File: src/rtl/det_pkg.sv
// Shared types and helpers for the 3x3 determinant engine.
package det_pkg;

    typedef enum logic [1:0] {IDLE, FETCH, CALC, DONE} state_t;
    typedef enum logic [1:0] {S0, S1, S2} step_t;

    // Multiplier/accumulator operation: *_M target the minor register, *_A the accumulator.
    typedef enum logic [2:0] {
        MAC_NOP,
        MAC_LD_M,
        MAC_SUB_M,
        MAC_LD_A,
        MAC_ADD_A,
        MAC_SUB_A
    } mac_op_t;

    localparam int N3 = 9;
    localparam int N2 = 4;

    typedef struct packed {
        logic [1:0] p;
        logic [1:0] q;
    } pair_t;

    // The two columns other than j, in ascending order.
    function automatic pair_t col_pair(input logic [1:0] j);
        pair_t r;
        case (j)
            2'd0:    r = '{p: 2'd1, q: 2'd2};
            2'd1:    r = '{p: 2'd0, q: 2'd2};
            default: r = '{p: 2'd0, q: 2'd1};
        endcase
        return r;
    endfunction

endpackage

File: src/rtl/det3_engine_if.sv
// Controller/ROM-facing bus of det3_engine; the mode signal exists only with DET2X2_MODE_EN.
interface det3_engine_if #(
    parameter int DW = 8,
    parameter int AW = 4
);
    localparam int RW = 3 * DW + 3;

    logic                 start;
    logic [AW-1:0]        start_address;
    logic                 busy;
    logic                 done;
    logic signed [RW-1:0] result;
    logic [AW-1:0]        mem_addr;
    logic signed [DW-1:0] mem_data;
`ifdef DET2X2_MODE_EN
    logic                 mode;

    modport master (output start, start_address, mem_data, mode,
                    input  busy, done, result, mem_addr);
    modport slave  (input  start, start_address, mem_data, mode,
                    output busy, done, result, mem_addr);
`else
    modport master (output start, start_address, mem_data,
                    input  busy, done, result, mem_addr);
    modport slave  (input  start, start_address, mem_data,
                    output busy, done, result, mem_addr);
`endif

endinterface

File: src/rtl/det_mac.sv
// Shared signed multiplier feeding a minor register and the determinant accumulator.
module det_mac
    import det_pkg::*;
#(
    parameter int DW = 8,
    parameter int RW = 3 * DW + 3
) (
    input  logic                  clk,
    input  logic                  rst,
    input  mac_op_t               op,
    input  logic signed [DW-1:0]  op_a,
    input  logic signed [2*DW:0]  op_b,
    output logic signed [2*DW:0]  minor,
    output logic signed [RW-1:0]  acc
);
    localparam int PW = 3 * DW + 1;

    logic signed [PW-1:0] prod;

    // Size casts of signed operands sign-extend, so the product is exact in PW bits.
    assign prod = PW'(op_a) * PW'(op_b);

    always_ff @(posedge clk or negedge rst) begin
        if (!rst) begin
            minor <= '0;
            acc   <= '0;
        end else begin
            case (op)
                MAC_LD_M:  minor <= prod[2*DW:0];
                MAC_SUB_M: minor <= minor - prod[2*DW:0];
                MAC_LD_A:  acc   <= RW'(prod);
                MAC_ADD_A: acc   <= acc + RW'(prod);
                MAC_SUB_A: acc   <= acc - RW'(prod);
                default:   ;
            endcase
        end
    end

endmodule

File: src/rtl/det3_engine.sv
// Sequential 3x3 signed determinant engine: ROM fetch, then cofactor expansion along row 0.
// Optional 2x2 mode is compiled in with DET2X2_MODE_EN.
module det3_engine
    import det_pkg::*;
#(
    parameter int DW = 8,
    parameter int AW = 4
) (
    input logic          clk,
    input logic          rst,
    det3_engine_if.slave bus
);
    localparam int RW = 3 * DW + 3;

    state_t               state, state_nx;
    step_t                sub;
    logic [1:0]           col;
    logic [3:0]           idx;
    logic [AW-1:0]        base;
    logic [AW-1:0]        mem_addr_q;
    logic                 done_q;
    logic signed [RW-1:0] result_q;
    logic signed [DW-1:0] e [N3];

    mac_op_t              mac_op;
    logic signed [DW-1:0] op_a;
    logic signed [2*DW:0] op_b;
    logic signed [2*DW:0] minor;
    logic signed [RW-1:0] acc;
    logic                 busy;
    logic                 last_elem, last_step;
    pair_t                pair;
    logic [3:0]           ia, ib;

`ifdef DET2X2_MODE_EN
    logic mode_q;

    always_ff @(posedge clk or negedge rst) begin
        if (!rst)                          mode_q <= 1'b0;
        else if (state == IDLE && bus.start) mode_q <= bus.mode;
    end

    assign last_elem = idx == (mode_q ? 4'(N2 - 1) : 4'(N3 - 1));
    assign last_step = mode_q ? (sub == S1) : (col == 2'd2 && sub == S2);
`else
    assign last_elem = idx == 4'(N3 - 1);
    assign last_step = col == 2'd2 && sub == S2;
`endif

    always_ff @(posedge clk or negedge rst) begin
        if (!rst) state <= IDLE;
        else      state <= state_nx;
    end

    always_comb begin
        state_nx = state;
        case (state)
            IDLE:    if (bus.start) state_nx = FETCH;
            FETCH:   if (last_elem) state_nx = CALC;
            CALC:    if (last_step) state_nx = DONE;
            default: state_nx = IDLE;
        endcase
    end

    // NOTE: every output gets a default first so no path leaves a latch behind.
    always_comb begin
        busy   = 1'b0;
        mac_op = MAC_NOP;
        op_a   = '0;
        op_b   = '0;
        pair   = col_pair(col);
        ia     = '0;
        ib     = '0;
        case (state)
            FETCH: busy = 1'b1;
            CALC: begin
                busy = 1'b1;
`ifdef DET2X2_MODE_EN
                if (mode_q) begin
                    op_a   = (sub == S0) ? e[0] : e[1];
                    op_b   = (2*DW+1)'((sub == S0) ? e[3] : e[2]);
                    mac_op = (sub == S0) ? MAC_LD_A : MAC_SUB_A;
                end else
`endif
                begin
                    case (sub)
                        S0: begin
                            ia     = 4'd3 + {2'b00, pair.p};
                            ib     = 4'd6 + {2'b00, pair.q};
                            mac_op = MAC_LD_M;
                        end
                        S1: begin
                            ia     = 4'd3 + {2'b00, pair.q};
                            ib     = 4'd6 + {2'b00, pair.p};
                            mac_op = MAC_SUB_M;
                        end
                        default: begin
                            ia     = {2'b00, col};
                            mac_op = (col == 2'd0) ? MAC_LD_A :
                                     (col == 2'd1) ? MAC_SUB_A : MAC_ADD_A;
                        end
                    endcase
                    op_a = e[ia];
                    op_b = (sub == S2) ? minor : (2*DW+1)'(e[ib]);
                end
            end
            default: ;
        endcase
    end

    always_ff @(posedge clk or negedge rst) begin
        if (!rst) begin
            idx        <= '0;
            col        <= '0;
            sub        <= S0;
            base       <= '0;
            mem_addr_q <= '0;
            done_q     <= 1'b0;
            result_q   <= '0;
            // NOTE: the element registers have a defined reset value, so the array is cleared here.
            for (int k = 0; k < N3; k++) e[k] <= '0;
        end else begin
            done_q <= 1'b0;
            case (state)
                IDLE: if (bus.start) begin
                    idx        <= '0;
                    col        <= '0;
                    sub        <= S0;
                    base       <= bus.start_address;
                    mem_addr_q <= bus.start_address;
                end
                FETCH: begin
                    e[idx]     <= bus.mem_data;
                    idx        <= idx + 4'd1;
                    mem_addr_q <= base + AW'(idx) + AW'(1);
                end
                CALC: begin
                    case (sub)
                        S0: sub <= S1;
                        S1: sub <= S2;
                        default: begin
                            sub <= S0;
                            col <= col + 2'd1;
                        end
                    endcase
                end
                default: begin
                    result_q <= acc;
                    done_q   <= 1'b1;
                end
            endcase
        end
    end

    det_mac #(.DW(DW), .RW(RW)) u_mac (
        .clk   (clk),
        .rst   (rst),
        .op    (mac_op),
        .op_a  (op_a),
        .op_b  (op_b),
        .minor (minor),
        .acc   (acc)
    );

    assign bus.busy     = busy;
    assign bus.done     = done_q;
    assign bus.result   = result_q;
    assign bus.mem_addr = mem_addr_q;

endmodule
File: src/flat_wrapper.sv
// flat-port wrapper written by rule: the top's interface ports become plain ports
module det3_engine_flat import det_pkg::*;
#(
    parameter int DW = 8,
    parameter int AW = 4
)
  (clk, rst, bus_start, bus_start_address, bus_mem_data, bus_busy, bus_done, bus_result, bus_mem_addr);
  det3_engine_if #(.DW(DW), .AW(AW)) bus_i ();
  input logic clk;
  input logic rst;
  input wire logic [$bits(bus_i.start)-1:0] bus_start;
  input wire logic [$bits(bus_i.start_address)-1:0] bus_start_address;
  input wire logic [$bits(bus_i.mem_data)-1:0] bus_mem_data;
  output wire logic [$bits(bus_i.busy)-1:0] bus_busy;
  output wire logic [$bits(bus_i.done)-1:0] bus_done;
  output wire logic [$bits(bus_i.result)-1:0] bus_result;
  output wire logic [$bits(bus_i.mem_addr)-1:0] bus_mem_addr;
  assign bus_i.start = bus_start;
  assign bus_i.start_address = bus_start_address;
  assign bus_i.mem_data = bus_mem_data;
  assign bus_busy = bus_i.busy;
  assign bus_done = bus_i.done;
  assign bus_result = bus_i.result;
  assign bus_mem_addr = bus_i.mem_addr;
  det3_engine #(.DW(DW), .AW(AW)) u_core (.clk(clk), .rst(rst), .bus(bus_i));
endmodule
File: config.mk
export PLATFORM = sky130hd
export DESIGN_NAME = det3_engine_flat
export DESIGN_NICKNAME = d
export VERILOG_FILES = /design/src/rtl/det_pkg.sv /design/src/rtl/det3_engine_if.sv /design/src/rtl/det_mac.sv /design/src/rtl/det3_engine.sv /design/src/flat_wrapper.sv
export SDC_FILE = /design/constraint.sdc
export NUM_CORES = 1
export LEC_CHECK = 0
export ABC_AREA = 1
export CORE_ASPECT_RATIO = 1.4
export CORE_UTILIZATION = 55
export CTS_CLUSTER_SIZE = 30
export DETAILED_ROUTE_END_ITERATION = 8
export DONT_BUFFER_PORTS = 1
export PLACE_DENSITY_LB_ADDON = 0.2
export SYNTH_ARGS = -nofsm -noshare
export SYNTH_HDL_FRONTEND = slang
export SYNTH_SLANG_ARGS = --single-unit
File: constraint.sdc
create_clock -name clk -period 11.22 [get_ports clk]
set_input_delay 1.683 -clock clk [delete_from_list [all_inputs] [get_ports clk]]
set_output_delay 1.683 -clock clk [all_outputs]
set_load 0.05 [all_outputs]
==> impl_metrics.yaml, run 1 <==
critical_path:
  critPathBufInv: 7
  critPathMaxFanout: 30
  max_stage_delay_ns: 0.55
  end_kind: "flop"
  cp_top_family: "simple AND/OR/NAND/NOR gates"
  cp.arrival_ns: 10.50
  cp_common_cell: "nand2_1"
  crit_type: "flop to flop"
  cp-start-kind: "flop"
  critPathSlowestCell: "fa_1"
  cp.required_ns: 11.55
sta:
  fmaxAchievable_ghz: 0.0983
  maxSlewHeadroom_pct: 25.0
  finalSetupViolCount: 0
  worst_pin_slew_ns: 1.12
  skew_ns: 0.0153
  report.final.hold_viol_count: 0
  fin_ws_ns: 1.05
  period_needed_ns: 10.17
  finalCritPeriodShare_pct: 90.7
  fin_setup_tns_ns: 0
  timing.hold.ws_ns: 0.484
  slew_violations: 0
  rsz0062_at_grt: "false"
floorplanning:
  io_pins: 48
  rows: 72
  die_w_um: 144
  die_h_um: 201
  core_area_um2: 27700
  initial_core_util_pct: 56.3
  dieArea_um2: 29100
route:
  drc: 0
  drt-initial-drc-count: 917
  dr.pass1.iters: 7
  ant_nets: 0
  viasPerCell: 5.64
  routed_wl_um: 44100
  vias: 13800
  wire_per_inst_um: 18.0
placement:
  placed_area_um2: 15900
  gp_congestion: 0.969
  place_hpwl_um: 35000
  pre_cts_slack_ns: 1.21
  io_buffers: 0
global_routing:
  antenna_found_initial: 0
  grt_pass1_wl_um: 71300
  grt_pass1_vias: 14000
  overflow: 0
  grt.total_usage_pct: 31.7
  grt_max_degree: 163
outcome:
  status: "finished, final reports clean"
clocking:
  cts-root-buf: "clkbuf_16"
  clock_latency_ns: 0.44
  post_cts_buffers: 0
  cts_inserted_buffers: 17
  htree_levels: 4
  cts_resized: 0
  hold_buffers: 0
  max-clock-path-buffers: 2
  cts_sinks: 162
  path_clk_slew_ns: 0.07
  cts_tree: "yes"
final_layout:
  nFillCells: 2635
  layout_commonest_cell: "nand2_1"
  drive_gt1_share_pct: 5.81
  antenna_cells: 0
  final_cell_mix: "468 x nand2_1, 339 x inv_1, 219 x nor2_1"
  syn_to_final_growth_pct: 5.36
  final_area_um2: 16400
  finalNetCount: 2301
synthesis:
  ys_warn_count: 0
  synth-seq-cells: 162
  syn_nets: 2324
  yosysSeqAreaShare_pct: 26.0
  syn_area_um2: 15600
  netlist-cell-type-count: 53
  postSynth.asyncResetShare_pct: 100
  syn_avg_cell_area_um2: 7.46
  syn_inst: 2093
  synthFlopType: "dfrtp_1"
  synth_edf_count: 0
run:
  maxCapViolCount: 0
min_path:
  holdCritPathClass: "flop to flop"
==> cell usage after synthesis, types with 16 or more instances <==
master    count  area (µm²)
inv_2        19        71.3
nand4_1      17         106
clkbuf_1     26        97.6
a21oi_1     102         510
nor2_1      220         826
inv_1       339        1270
nand3_1      79         395
o21ai_0     204        1020
dfrtp_1     162        4050
xor2_1       37         324
fa_1        113        2260
ha_1        103        1290
nand2_1     468        1760
xnor2_1      16         140
==> layer usage <==
metal	part of all wire (%)	track usage, %	wire [µm]
met2	52	57.3	22900
met3	3.8	3.66	1680
met5	0	0	0
met4	5.3	16.5	2330
met1	39	36.0	17200
==> metrics by stage <==
stage / std cells / utilization, %
after floorplan: 2093 / -
after global placement: 2421 / 57.2
after detailed placement: 2421 / 57.2
after CTS: 2452 / 59.3
after global routing: 2452 / 59.3
final: 2452 / 59.3
==> worst register-to-register path: cells and delay by family, from the launching register on <==
kind	cells	cell delay, ns
AND/OR/NAND/NOR	22	4.24
adder cells (fa/ha/maj)	7	3.13
AO/OA/AOI/OAI	7	1.11
buffers and inverters	7	1.07
flip-flops	1	0.39
XOR/XNOR	1	0.10
==> state kept, by name, indices dropped and copies added (netlist names), 4 cells and up <==
name                 cells
u_core.e                72
u_core.bus.result       27
u_core.u_mac.acc        27
u_core.u_mac.minor      17
u_core.base              4
u_core.bus.mem_addr      4
u_core.idx               4
==> final cells by class <==
class                           instances  area (µm²)  share of cell area [%]
Clock buffer                           20         447                    2.72
Clock inverter                         11         126                   0.768
Timing Repair Buffer                    5        37.5                   0.228
Multi-Input combinational cell       1522        9960                    60.5
Sequential cell                       162        4050                    24.7
Inverter                              362        1360                    8.28
Tap cell                              370         463                    2.81
==> path summary, 6_finish.rpt <==
check	startpoint	end	slack, ns	depth (start not counted)
worst max-delay path	u_core.col[1]	u_core.u_mac.acc[23]	1.05	44
worst min-delay path	u_core.e[1]	u_core.e[1]	0.48	2
worst max register to register	u_core.col[1]	u_core.u_mac.acc[23]	1.05	44
worst min register to register	u_core.e[1]	u_core.e[1]	0.48	2
max in group asynchronous	rst	u_core.e[28]	10.03	0
min in group asynchronous	rst	u_core.bus.result[7]	0.93	0
==> logic make-up after synthesis <==
group	share of synthesized area, %
compound gates	15.2
flops	26.0
xor+xnor	2.97
fa+ha+maj	22.7
simple gates	22.9
buf+inv	10.3
Power of run 1 is not shown: default switching activity piles up to over one toggle a cycle in this logic, so the estimate is an artifact.
==> inputs of run 2 (changes only) <==
--- a/config.mk
+++ b/config.mk
@@ -9,3 +9,3 @@
 export CORE_ASPECT_RATIO = 1.4
-export CORE_UTILIZATION = 55
+export CORE_UTILIZATION = 40
 export CTS_CLUSTER_SIZE = 30
==> constraint.sdc (replaced) <==
create_clock -name clk -period 11.22 [get_ports clk]
set_input_delay 2.244 -clock clk [delete_from_list [all_inputs] [get_ports clk]]
set_output_delay 2.244 -clock clk [all_outputs]
set_load 0.05 [all_outputs]
==> impl_metrics.yaml, run 2 (synthesis results as in run 1) <==
clocking:
  clock_latency_ns: 0.45
  cts_resized: 0
  cts-root-buf: "clkbuf_16"
  cts_tree: "yes"
  path_clk_slew_ns: 0.07
  cts_sinks: 162
  max-clock-path-buffers: 2
  htree_levels: 4
  post_cts_buffers: 0
  hold_buffers: 0
  cts_inserted_buffers: 17
final_layout:
  layout_commonest_cell: "nand2_1"
  syn_to_final_growth_pct: 7.18
  antenna_cells: 0
  drive_gt1_share_pct: 6.04
  final_cell_mix: "468 x nand2_1, 339 x inv_1, 219 x nor2_1"
  largest_reg_flops: 72
  nFillCells: 4020
  finalNetCount: 2304
  largest-register: "u_core.e"
global_routing:
  overflow: 0
  grt_max_degree: 163
  antenna_found_initial: 0
  grt_pass1_wl_um: 73200
  grt.total_usage_pct: 23.7
  grt_pass1_vias: 13900
critical_path:
  cp.required_ns: 11.56
  cp-start-kind: "flop"
  cp-startpoint: "u_core.col[1]"
  cp.arrival_ns: 10.62
  rr_worst_depth: 46
  end_kind: "flop"
  max_stage_delay_ns: 0.54
  critPathMaxFanout: 30
  crit_type: "flop to flop"
  critPathSlowestCell: "fa_1"
  r2r_slack_ns: 0.94
  cp_common_cell: "nand2_1"
  rr_startpoint: "u_core.col[1]"
  rr_endpoint: "u_core.u_mac.acc[23]"
  crit_end: "u_core.u_mac.acc[23]"
placement:
  pre_cts_slack_ns: 1.02
  io_buffers: 0
  place_hpwl_um: 36400
  gp_congestion: 0.899
floorplanning:
  core_area_um2: 38500
  die_w_um: 169
  initial_core_util_pct: 40.5
  dieArea_um2: 39800
  die_h_um: 236
  rows: 85
  io_pins: 48
route:
  ant_nets: 0
  vias: 13500
  drt-initial-drc-count: 732
  dr.pass1.iters: 5
  routed_wl_um: 45400
  wire_per_inst_um: 17.4
  drc: 0
  viasPerCell: 5.17
min_path:
  holdCritPathClass: "flop to flop"
  whs_path_depth: 2
sta:
  skew_ns: 0.0144
  worst_pin_slew_ns: 0.895
  fin_ws_ns: 0.936
  rsz0062_at_grt: "false"
  maxSlewHeadroom_pct: 40.3
  finalSetupViolCount: 0
  fin_setup_tns_ns: 0
  report.final.hold_viol_count: 0
  finalCritPeriodShare_pct: 91.7
  slew_violations: 0
  fmaxAchievable_ghz: 0.0972
  period_needed_ns: 10.28
outcome:
  status: "finished, final reports clean"
run:
  maxCapViolCount: 0
## run 2: cell types whose count changed in the layout (fill, tap and decap cells not counted), sizes merged
cell      previous run  this run
inv                362       367
clkbuf              20        18
buf                  5         8
clkinv               7         3
bufinv               1         4
clkinvlp             3         2
## run 2: final cells by class
cell class	count	area, µm²	share of cell area [%]
tap	522	653	3.90
timing repair buffer	8	60.1	0.359
clock buffer	18	429	2.57
sequential	162	4050	24.2
inverter	362	1360	8.14
multi-input combinational	1522	9960	59.5
clock inverter	14	215	1.29
## run 2: worst min-delay path by stage
stage,startpoint,to,slack [ns]
CTS,u_core.e[27],u_core.e[27],0.49
detailed placement,u_core.e[27],u_core.e[27],0.47
floorplan,u_core.e[0],u_core.e[0],0.45
finish,u_core.base[2],u_core.base[2],0.49
global placement,u_core.e[27],u_core.e[27],0.46
global route,u_core.e[54],u_core.e[54],0.51
## run 2: worst max-delay path: cells and delay by family, from the launching register on
kind | cells | cell delay (ns)
and+or+nand+nor | 20 | 3.80
adders and majority gates | 7 | 3.13
AOI/OAI and AO/OA | 9 | 1.40
buffers and inverters | 9 | 1.29
DFF | 1 | 0.39
xor gates and xnor gates | 1 | 0.15
## run 2: metal layers
layer  share of wire (%)  wire, µm  vias up  track usage, %
met5                   0         0        -               0
met4                 5.5      2510        0            13.7
met3                 2.7      1240      116            2.56
met2                  52     23400      275            43.3
met1                  40     18200     6454            26.4
li1                    -         -     6634               -
## run 2: metrics by stage
| step | hold WS, ns | util, % | std cells | instance area [µm²] |
|---|---|---|---|---|
| after global placement | 0.464 | 41.8 | 2576 | 16100 |
| after detailed placement | 0.471 | 41.8 | 2576 | 16100 |
| final | 0.486 | 43.5 | 2608 | 16700 |
| after floorplan | 0.448 | - | 2093 | 15600 |
| after global routing | 0.511 | 43.5 | 2608 | 16700 |
| after CTS | 0.489 | 43.5 | 2608 | 16700 |
Power of run 2 is left out for the same reason.
==> inputs of run 3 (changes only) <==
- CELL_PAD_IN_SITES_DETAIL_PLACEMENT: default -> 1
- CELL_PAD_IN_SITES_GLOBAL_PLACEMENT: default -> 1
- CORE_UTILIZATION: 40 -> 25
- GPL_TIMING_DRIVEN: default -> 0
==> impl_metrics.yaml, run 3 (synthesis results as in run 1) <==
outcome:
  status: "finished, final reports clean"
placement:
  gp_congestion: 0.864
  io_buffers: 0
  place_hpwl_um: 45600
final_layout:
  largest-register: "u_core.e"
  largest_reg_flops: 72
  final_cell_mix: "468 x nand2_1, 339 x inv_1, 220 x nor2_1"
  antenna_cells: 0
  layout_commonest_cell: "nand2_1"
  drive_gt1_share_pct: 6.45
  syn_to_final_growth_pct: 10.4
  nFillCells: 7715
  finalNetCount: 2343
floorplanning:
  initial_core_util_pct: 25.2
  die_h_um: 298
  dieArea_um2: 63500
  die_w_um: 213
  core_area_um2: 61900
  io_pins: 48
  rows: 108
sta:
  fmaxAchievable_ghz: 0.103
  report.final.hold_viol_count: 0
  slew_violations: 0
  finalCritPeriodShare_pct: 86.4
  skew_ns: 0.0236
  worst_pin_slew_ns: 1.23
  finalSetupViolCount: 0
  rsz0062_at_grt: "false"
  maxSlewHeadroom_pct: 17.8
  period_needed_ns: 9.69
  fin_setup_tns_ns: 0
min_path:
  holdCritPathClass: "flop to flop"
critical_path:
  critPathSlowestCell: "fa_1"
  critPathMaxFanout: 10
  cp_common_cell: "nand2_1"
  cp-start-kind: "flop"
  crit_type: "flop to flop"
  r2r_slack_ns: 1.53
  max_stage_delay_ns: 0.54
  end_kind: "flop"
  cp_top_family: "adder cells"
  cp.required_ns: 11.60
  cp.arrival_ns: 10.08
  critPathBufInv: 9
global_routing:
  busiest_layer: "met2"
  antenna_found_initial: 0
  grt_max_degree: 163
  use_met1_pct: 20.9
  grt.total_usage_pct: 18.5
  overflow: 0
  grt_util_met2_pct: 34.7
  grt_pass1_wl_um: 88500
  use_met3_pct: 2.25
  grt_pass1_vias: 15100
route:
  routed_wl_um: 55500
  drc: 0
  vias: 13700
  ant_nets: 0
  wire_per_inst_um: 18.8
  viasPerCell: 4.64
  drt-initial-drc-count: 606
  dr.pass1.iters: 5
run:
  maxCapViolCount: 0
clocking:
  clock_latency_ns: 0.51
  cts-root-buf: "clkbuf_16"
  cts_resized: 0
  htree_levels: 4
  hold_buffers: 0
  cts_tree: "yes"
  cts_sinks: 162
  max-clock-path-buffers: 2
  post_cts_buffers: 0
  path_clk_slew_ns: 0.07
  cts_inserted_buffers: 17
run 3: tightest hold or removal path, stage by stage, from the launching register on:
cell	delay [ns]
dfrtp_1	0.35
nand2_1	0.05
o21ai_0	0.06
run 3: final cells by class:
type	instances	area [µm²]	area share (%)
Buffer	47	244	1.42
Clock buffer	18	439	2.55
Clock inverter	13	151	0.879
Inverter	362	1360	7.90
Multi-Input combinational cell	1522	9950	57.7
Sequential cell	162	4050	23.5
Tap cell	825	1030	5.99
run 3: final timing paths:
path / from / endpoint / cells after the start
setup / recovery: u_core.col[1] / u_core.u_mac.acc[23] / 44
hold / removal: u_core.e[37] / u_core.e[37] / 2
setup reg to reg: u_core.col[1] / u_core.u_mac.acc[23] / 44
hold reg to reg: u_core.e[37] / u_core.e[37] / 2
max in group asynchronous: rst / u_core.u_mac.acc[18] / 0
min in group asynchronous: rst / u_core.e[30] / 0
run 3: per-stage QoR:
step | area (µm²) | worst slack [ns] | utilization [%] | hold WS, ns | std cells
floorplan | 15600 | 3.71 | - | 0.448 | 2093
global placement | 16600 | 1.53 | 26.9 | 0.464 | 2918
detailed placement | 16600 | 1.46 | 26.9 | 0.470 | 2918
CTS | 17200 | 1.40 | 27.8 | 0.487 | 2949
global route | 17200 | 0.757 | 27.8 | 0.516 | 2949
finish | 17200 | 1.53 | 27.8 | 0.489 | 2949
run 3: metal layers:
layer	share of wire (%)	wire (µm)	vias up
li1	-	-	6704
met1	41	22900	6802
met2	54	30100	124
met3	1.5	852	62
met4	3.2	1760	0
met5	0	0	-
Power of run 3 is left out for the same reason.
